[src/rtl/popcount_sched.sv]
`default_nettype none
// ============================================================================
//  Module   : popcount_sched
//  Purpose  : Round-robin scheduler that shares one 8-bit popcount datapath
//             among NREQ requesters. A granted word is streamed through the
//             popcount one byte per cycle. The total and the requester ID are
//             then returned on a valid/ready result port.
//  Revision : 1.0 - initial release
// ============================================================================
module popcount_sched #(
  parameter int NREQ   = 4,
  parameter int NBYTES = 4
) (
  input  logic                                  clk,
  input  logic                                  rst,
  input  logic [NREQ-1:0]                       req_valid,
  input  logic [NREQ*8*NBYTES-1:0]              req_data,
  output logic [NREQ-1:0]                       req_ready,
  output logic                                  res_valid,
  input  logic                                  res_ready,
  output logic [$clog2(8*NBYTES+1)-1:0]         res_count,
  output logic [((NREQ > 1) ? $clog2(NREQ) : 1)-1:0] res_id,
  output logic                                  busy
);

  localparam int W     = 8 * NBYTES;
  localparam int RES_W = $clog2(W + 1);
  localparam int ID_W  = (NREQ > 1) ? $clog2(NREQ) : 1;
  localparam int IDX_W = (NBYTES > 1) ? $clog2(NBYTES) : 1;

  localparam logic [1:0] IDLE  = 2'd0;
  localparam logic [1:0] COUNT = 2'd1;
  localparam logic [1:0] DONE  = 2'd2;

  logic [1:0]       state_q,   state_d;
  logic [W-1:0]     word_q,    word_d;
  logic [ID_W-1:0]  id_q,      id_d;
  logic [ID_W-1:0]  last_id_q, last_id_d;
  logic [IDX_W-1:0] idx_q,     idx_d;
  logic [RES_W-1:0] acc_q,     acc_d;

  logic             grant_found;
  logic [ID_W-1:0]  grant_id;
  logic [W-1:0]     grant_word;
  logic [7:0]       cur_byte;
  logic [3:0]       cur_pc;

  // The shared 8-bit bit-count unit.
  function automatic logic [3:0] popcount8(input logic [7:0] b);
    logic [3:0] n;
    n = 4'd0;
    for (int i = 0; i < 8; i++) begin
      n = n + {3'b000, b[i]};
    end
    return n;
  endfunction

  // Round-robin pick: scan from last_id+1 upward with wrap, first valid wins.
  always_comb begin
    grant_found = 1'b0;
    grant_id    = '0;
    for (int k = 1; k <= NREQ; k++) begin
      for (int i = 0; i < NREQ; i++) begin
        if (!grant_found && req_valid[i] &&
            (((int'(last_id_q) + k) % NREQ) == i)) begin
          grant_found = 1'b1;
          grant_id    = ID_W'(i);
        end
      end
    end
  end

  // Grant strobe and the word slice of the chosen requester.
  always_comb begin
    req_ready  = '0;
    grant_word = '0;
    for (int i = 0; i < NREQ; i++) begin
      if (grant_id == ID_W'(i)) begin
        grant_word = req_data[i*W +: W];
        req_ready[i] = (state_q == IDLE) && grant_found && !rst;
      end
    end
  end

  // Byte presented to the popcount unit this cycle.
  always_comb begin
    cur_byte = '0;
    for (int b = 0; b < NBYTES; b++) begin
      if (idx_q == IDX_W'(b)) begin
        cur_byte = word_q[b*8 +: 8];
      end
    end
    cur_pc = popcount8(cur_byte);
  end

  // Next-state and datapath control.
  always_comb begin
    state_d   = state_q;
    word_d    = word_q;
    id_d      = id_q;
    last_id_d = last_id_q;
    idx_d     = idx_q;
    acc_d     = acc_q;
    case (state_q)
      IDLE: begin
        if (grant_found) begin
          // The word is private from here on; later req_data changes are ignored.
          word_d  = grant_word;
          id_d    = grant_id;
          idx_d   = '0;
          acc_d   = '0;
          state_d = COUNT;
        end
      end
      COUNT: begin
        acc_d = acc_q + RES_W'(cur_pc);
        idx_d = idx_q + 1'b1;
        if (idx_q == IDX_W'(NBYTES - 1)) begin
          state_d = DONE;
        end
      end
      DONE: begin
        if (res_ready) begin
          // The requester just served drops to lowest priority.
          last_id_d = id_q;
          state_d   = IDLE;
        end
      end
      default: begin
        state_d = IDLE;
      end
    endcase
  end

  // State registers; reset discards any job in flight.
  always_ff @(posedge clk) begin
    if (rst) begin
      state_q   <= IDLE;
      word_q    <= '0;
      id_q      <= '0;
      last_id_q <= ID_W'(NREQ - 1);
      idx_q     <= '0;
      acc_q     <= '0;
    end else begin
      state_q   <= state_d;
      word_q    <= word_d;
      id_q      <= id_d;
      last_id_q <= last_id_d;
      idx_q     <= idx_d;
      acc_q     <= acc_d;
    end
  end

  // Result outputs are forced to zero outside DONE so idle values match reset.
  always_comb begin
    res_valid = (state_q == DONE);
    res_count = (state_q == DONE) ? acc_q : '0;
    res_id    = (state_q == DONE) ? id_q  : '0;
    busy      = (state_q != IDLE);
  end

endmodule
`default_nettype wire
[config.mk]
export PLATFORM = sky130hd
export DESIGN_NAME = popcount_sched
export DESIGN_NICKNAME = d
export VERILOG_FILES = /design/src/rtl/popcount_sched.sv
export SDC_FILE = /design/constraint.sdc
export NUM_CORES = 1
export LEC_CHECK = 0
export CAP_MARGIN = 20
export CORE_ASPECT_RATIO = 2
export CORE_MARGIN = 5
export CORE_UTILIZATION = 45
export DETAILED_ROUTE_END_ITERATION = 6
export MAX_ROUTING_LAYER = met4
export PLACE_DENSITY = 0.82
export SYNTH_ARGS = -nofsm -noshare
export SYNTH_HDL_FRONTEND = slang
export SYNTH_SLANG_ARGS = --single-unit
[constraint.sdc]
create_clock -name clk -period 6.1 [get_ports clk]
set_input_delay 1.83 -clock clk [delete_from_list [all_inputs] [get_ports clk]]
set_output_delay 1.83 -clock clk [all_outputs]
set_load 0.03 [all_outputs]
==> results.sh <==
export IMPL_r2r_cells=19
export IMPL_fill_cells=759
export IMPL_root_buffer="clkbuf_16"
export IMPL_required_ps=4270
export IMPL_clk_pin_slew_ps=70
export IMPL_syn_area_mm2=0.00393
export IMPL_maxCapViolations=0
export IMPL_syn_inst=494
export IMPL_syn_to_final_growth_pct=40.7
export IMPL_gr_usage_met2_pct=48.1
export IMPL_drt_iter0_drc=362
export IMPL_dpl_hpwl_mm=10.2
export IMPL_postSynthAreaPerCell_um2=7.96
export IMPL_drcViolationCount=0
export IMPL_viasPerCell=6.07
export IMPL_clk_path_buf_depth=2
export IMPL_cp_endpoint="req_ready[2]"
export IMPL_grt_pass1_wl_mm=21.5
export IMPL_cts_tree="done"
export IMPL_period_share_pct=92.4
export IMPL_end_kind="primary output"
export IMPL_hold_ws_ps=504
export IMPL_p_total_mw=1.08
export IMPL_drive_gt1_share_pct=11.1
export IMPL_diodes=0
export IMPL_place_congestion=0.905
export IMPL_via_count=4323
export IMPL_ant_nets=0
export IMPL_grt_use_met3_pct=3.68
export IMPL_min_period_ps=5630
export IMPL_status="finished, final reports clean"
export IMPL_powerDensity_mw_per_mm2=194
export IMPL_rr_startpoint="idx_q[1]$_SDFFE_PP0P_"
export IMPL_yosys_area_top_type_share_pct=23.4
export IMPL_ff2ff_setup_slack_ps=1300
export IMPL_insertion_delay_ps=290
export IMPL_final_nets=761
export IMPL_worst_path_max_fanout=12
export IMPL_synth_edf_count=0
export IMPL_first_global_vias=4520
export IMPL_num_rows=48
export IMPL_vdd_ir_drop_worst_v=0.000177
export IMPL_initial_core_util_pct=45.8
export IMPL_slew_headroom_pct=41.2
export IMPL_fmax_mhz=177
export IMPL_ctsHoldBuffers=0
export IMPL_synth_most_common_cell="nor2_1"
export IMPL_antenna_found_initial=0
export IMPL_start_kind="input port"
export IMPL_r2r_end="acc_q[4]$_SDFFE_PP0P_"
export IMPL_synth_nets=644
export IMPL_grt_max_degree=66
export IMPL_rsz0062_at_grt="no"
export IMPL_htree_num_levels=2
export IMPL_die_w_um=76.1
export IMPL_yosys_warnings=0
export IMPL_synth_cell_types=59
export IMPL_top_usage_layer="met2"
export IMPL_critPathArrivalTime_ps=3800
export IMPL_dr_pass1_iters=6
export IMPL_num_io_pins=149
export IMPL_synthTopCellsByCount="53 x nor2_1, 46 x dfxtp_1, 42 x inv_1, 34 x o21ai_0, 33 x nand3_1"
export IMPL_routed_wirelength_mm=13.6
export IMPL_ys_seq_elements=46
export IMPL_gr_usage_met1_pct=23.4
export IMPL_setup_tns_ps=0
export IMPL_hold_viol=0
export IMPL_dieHeight_um=142
export IMPL_slew_violations=0
export IMPL_seq_area_frac_synth_pct=23.4
export IMPL_port_buffers=148
export IMPL_track_usage_pct=24.6
export IMPL_cts_sinks=46
export IMPL_final_setup_viol_count=0
export IMPL_hold_class="register to register"
export IMPL_die_area_mm2=0.0108
export IMPL_synthArstFlopShare_pct=0
export IMPL_path_class="input port to primary output"
export IMPL_cts_made_buffers=5
export IMPL_wl_per_cell_um=19.1
export IMPL_yosys_area_top_type="dfxtp_1"
export IMPL_synth_area_top_cells="dfxtp_1 23%, a2111oi_2 11%, o2111a_1 8.6%, nor2_1 5.1%, o22ai_1 4.9%"
export IMPL_cp_startpoint="req_valid[1]"
export IMPL_grt_overflow=0
export IMPL_synth_ff_type="dfxtp_1"
export IMPL_worst_pin_slew_ps=880
export IMPL_leakagePower_nw=2.07
export IMPL_finalClockSkew_ps=11.7
export IMPL_cts_resized=0
export IMPL_coreArea_mm2=0.00859
export IMPL_cts_setup_buffers=0
==> through the flow <==
stage / util, % / cell area, µm² / cells / worst slack, ps
CTS: 64.5 / 5540 / 712 / 452
floorplan: - / 3930 / 494 / 932
finish: 64.5 / 5540 / 712 / 466
global route: 64.5 / 5540 / 712 / 363
global placement: 62.6 / 5370 / 704 / 499
detailed placement: 62.6 / 5370 / 704 / 464
==> flip-flops by register name (all words and copies together), names as in the netlist <==
signal and cells:
last_id_q 2, id_q 2, word_q 32, acc_q 6, state_q 2, idx_q 2
==> cell type report <==
type	instances	area, µm²	area share, %
clock buffer	7	153	2.76
clock inverter	1	8.76	0.158
inverter	42	158	2.85
multi-input combinational	356	2610	47.2
sequential	46	921	16.6
tap	100	125	2.26
timing repair buffer	160	1560	28.2
==> power by group <==
group          switching [mW]  internal (mW)
sequential             0.0264          0.336
clock                   0.111          0.175
combinational           0.213          0.215
total                   0.350          0.726
==> per-layer routing <==
layer  vias to the layer above  wire, µm
met1                      2069      4790
met4                         0       461
met5                         -         0
li1                       2091         -
met3                        31       465
met2                       132      7860
==> worst min-delay path by stage <==
stage | endpoint | from | slack (ps) | cells past startpoint
after floorplan | acc_q[3]$_SDFFE_PP0P_ | acc_q[3]$_SDFFE_PP0P_ | 460 | 2
after global placement | acc_q[3]$_SDFFE_PP0P_ | acc_q[3]$_SDFFE_PP0P_ | 490 | 2
after detailed placement | acc_q[3]$_SDFFE_PP0P_ | acc_q[3]$_SDFFE_PP0P_ | 500 | 2
after global routing | acc_q[3]$_SDFFE_PP0P_ | acc_q[3]$_SDFFE_PP0P_ | 530 | 2
after CTS | acc_q[3]$_SDFFE_PP0P_ | acc_q[3]$_SDFFE_PP0P_ | 510 | 2
final | acc_q[3]$_SDFFE_PP0P_ | acc_q[3]$_SDFFE_PP0P_ | 500 | 2
==> critical path, cell delays in order <==
cell	delay, ps
clkdlybuf4s50_1	720
nor2_1	150
a21o_1	210
nor3_1	180
clkdlybuf4s50_1	710
==> cell usage in the layout, fill, tap and decap left out, drive strengths merged, types with 11 or more instances in the layout <==
master | synthesis | routed
clkdlybuf4s50 | 0 | 144
nor2 | 54 | 54
dfxtp | 46 | 46
inv | 42 | 42
o21ai | 40 | 40
nand3 | 33 | 33
o22ai | 32 | 32
a2111oi | 31 | 31
o2111a | 30 | 30
a21oi | 28 | 28
nand2 | 16 | 16
buf | 37 | 16
nor3 | 11 | 11
==> cell families (layout without fill, tap and decap cells) <==
family                     Yosys count  after routing  share of synthesized area, %
AOI/OAI and AO/OA                  188            188                          40.6
and+or+nand+nor                    151            151                          19.1
buffers and inverters               92            210                          10.6
DFF                                 46             46                          23.4
adders and majority gates           15             15                          5.73
muxes                                2              2                         0.541
Power figures use the tool's default switching activity.
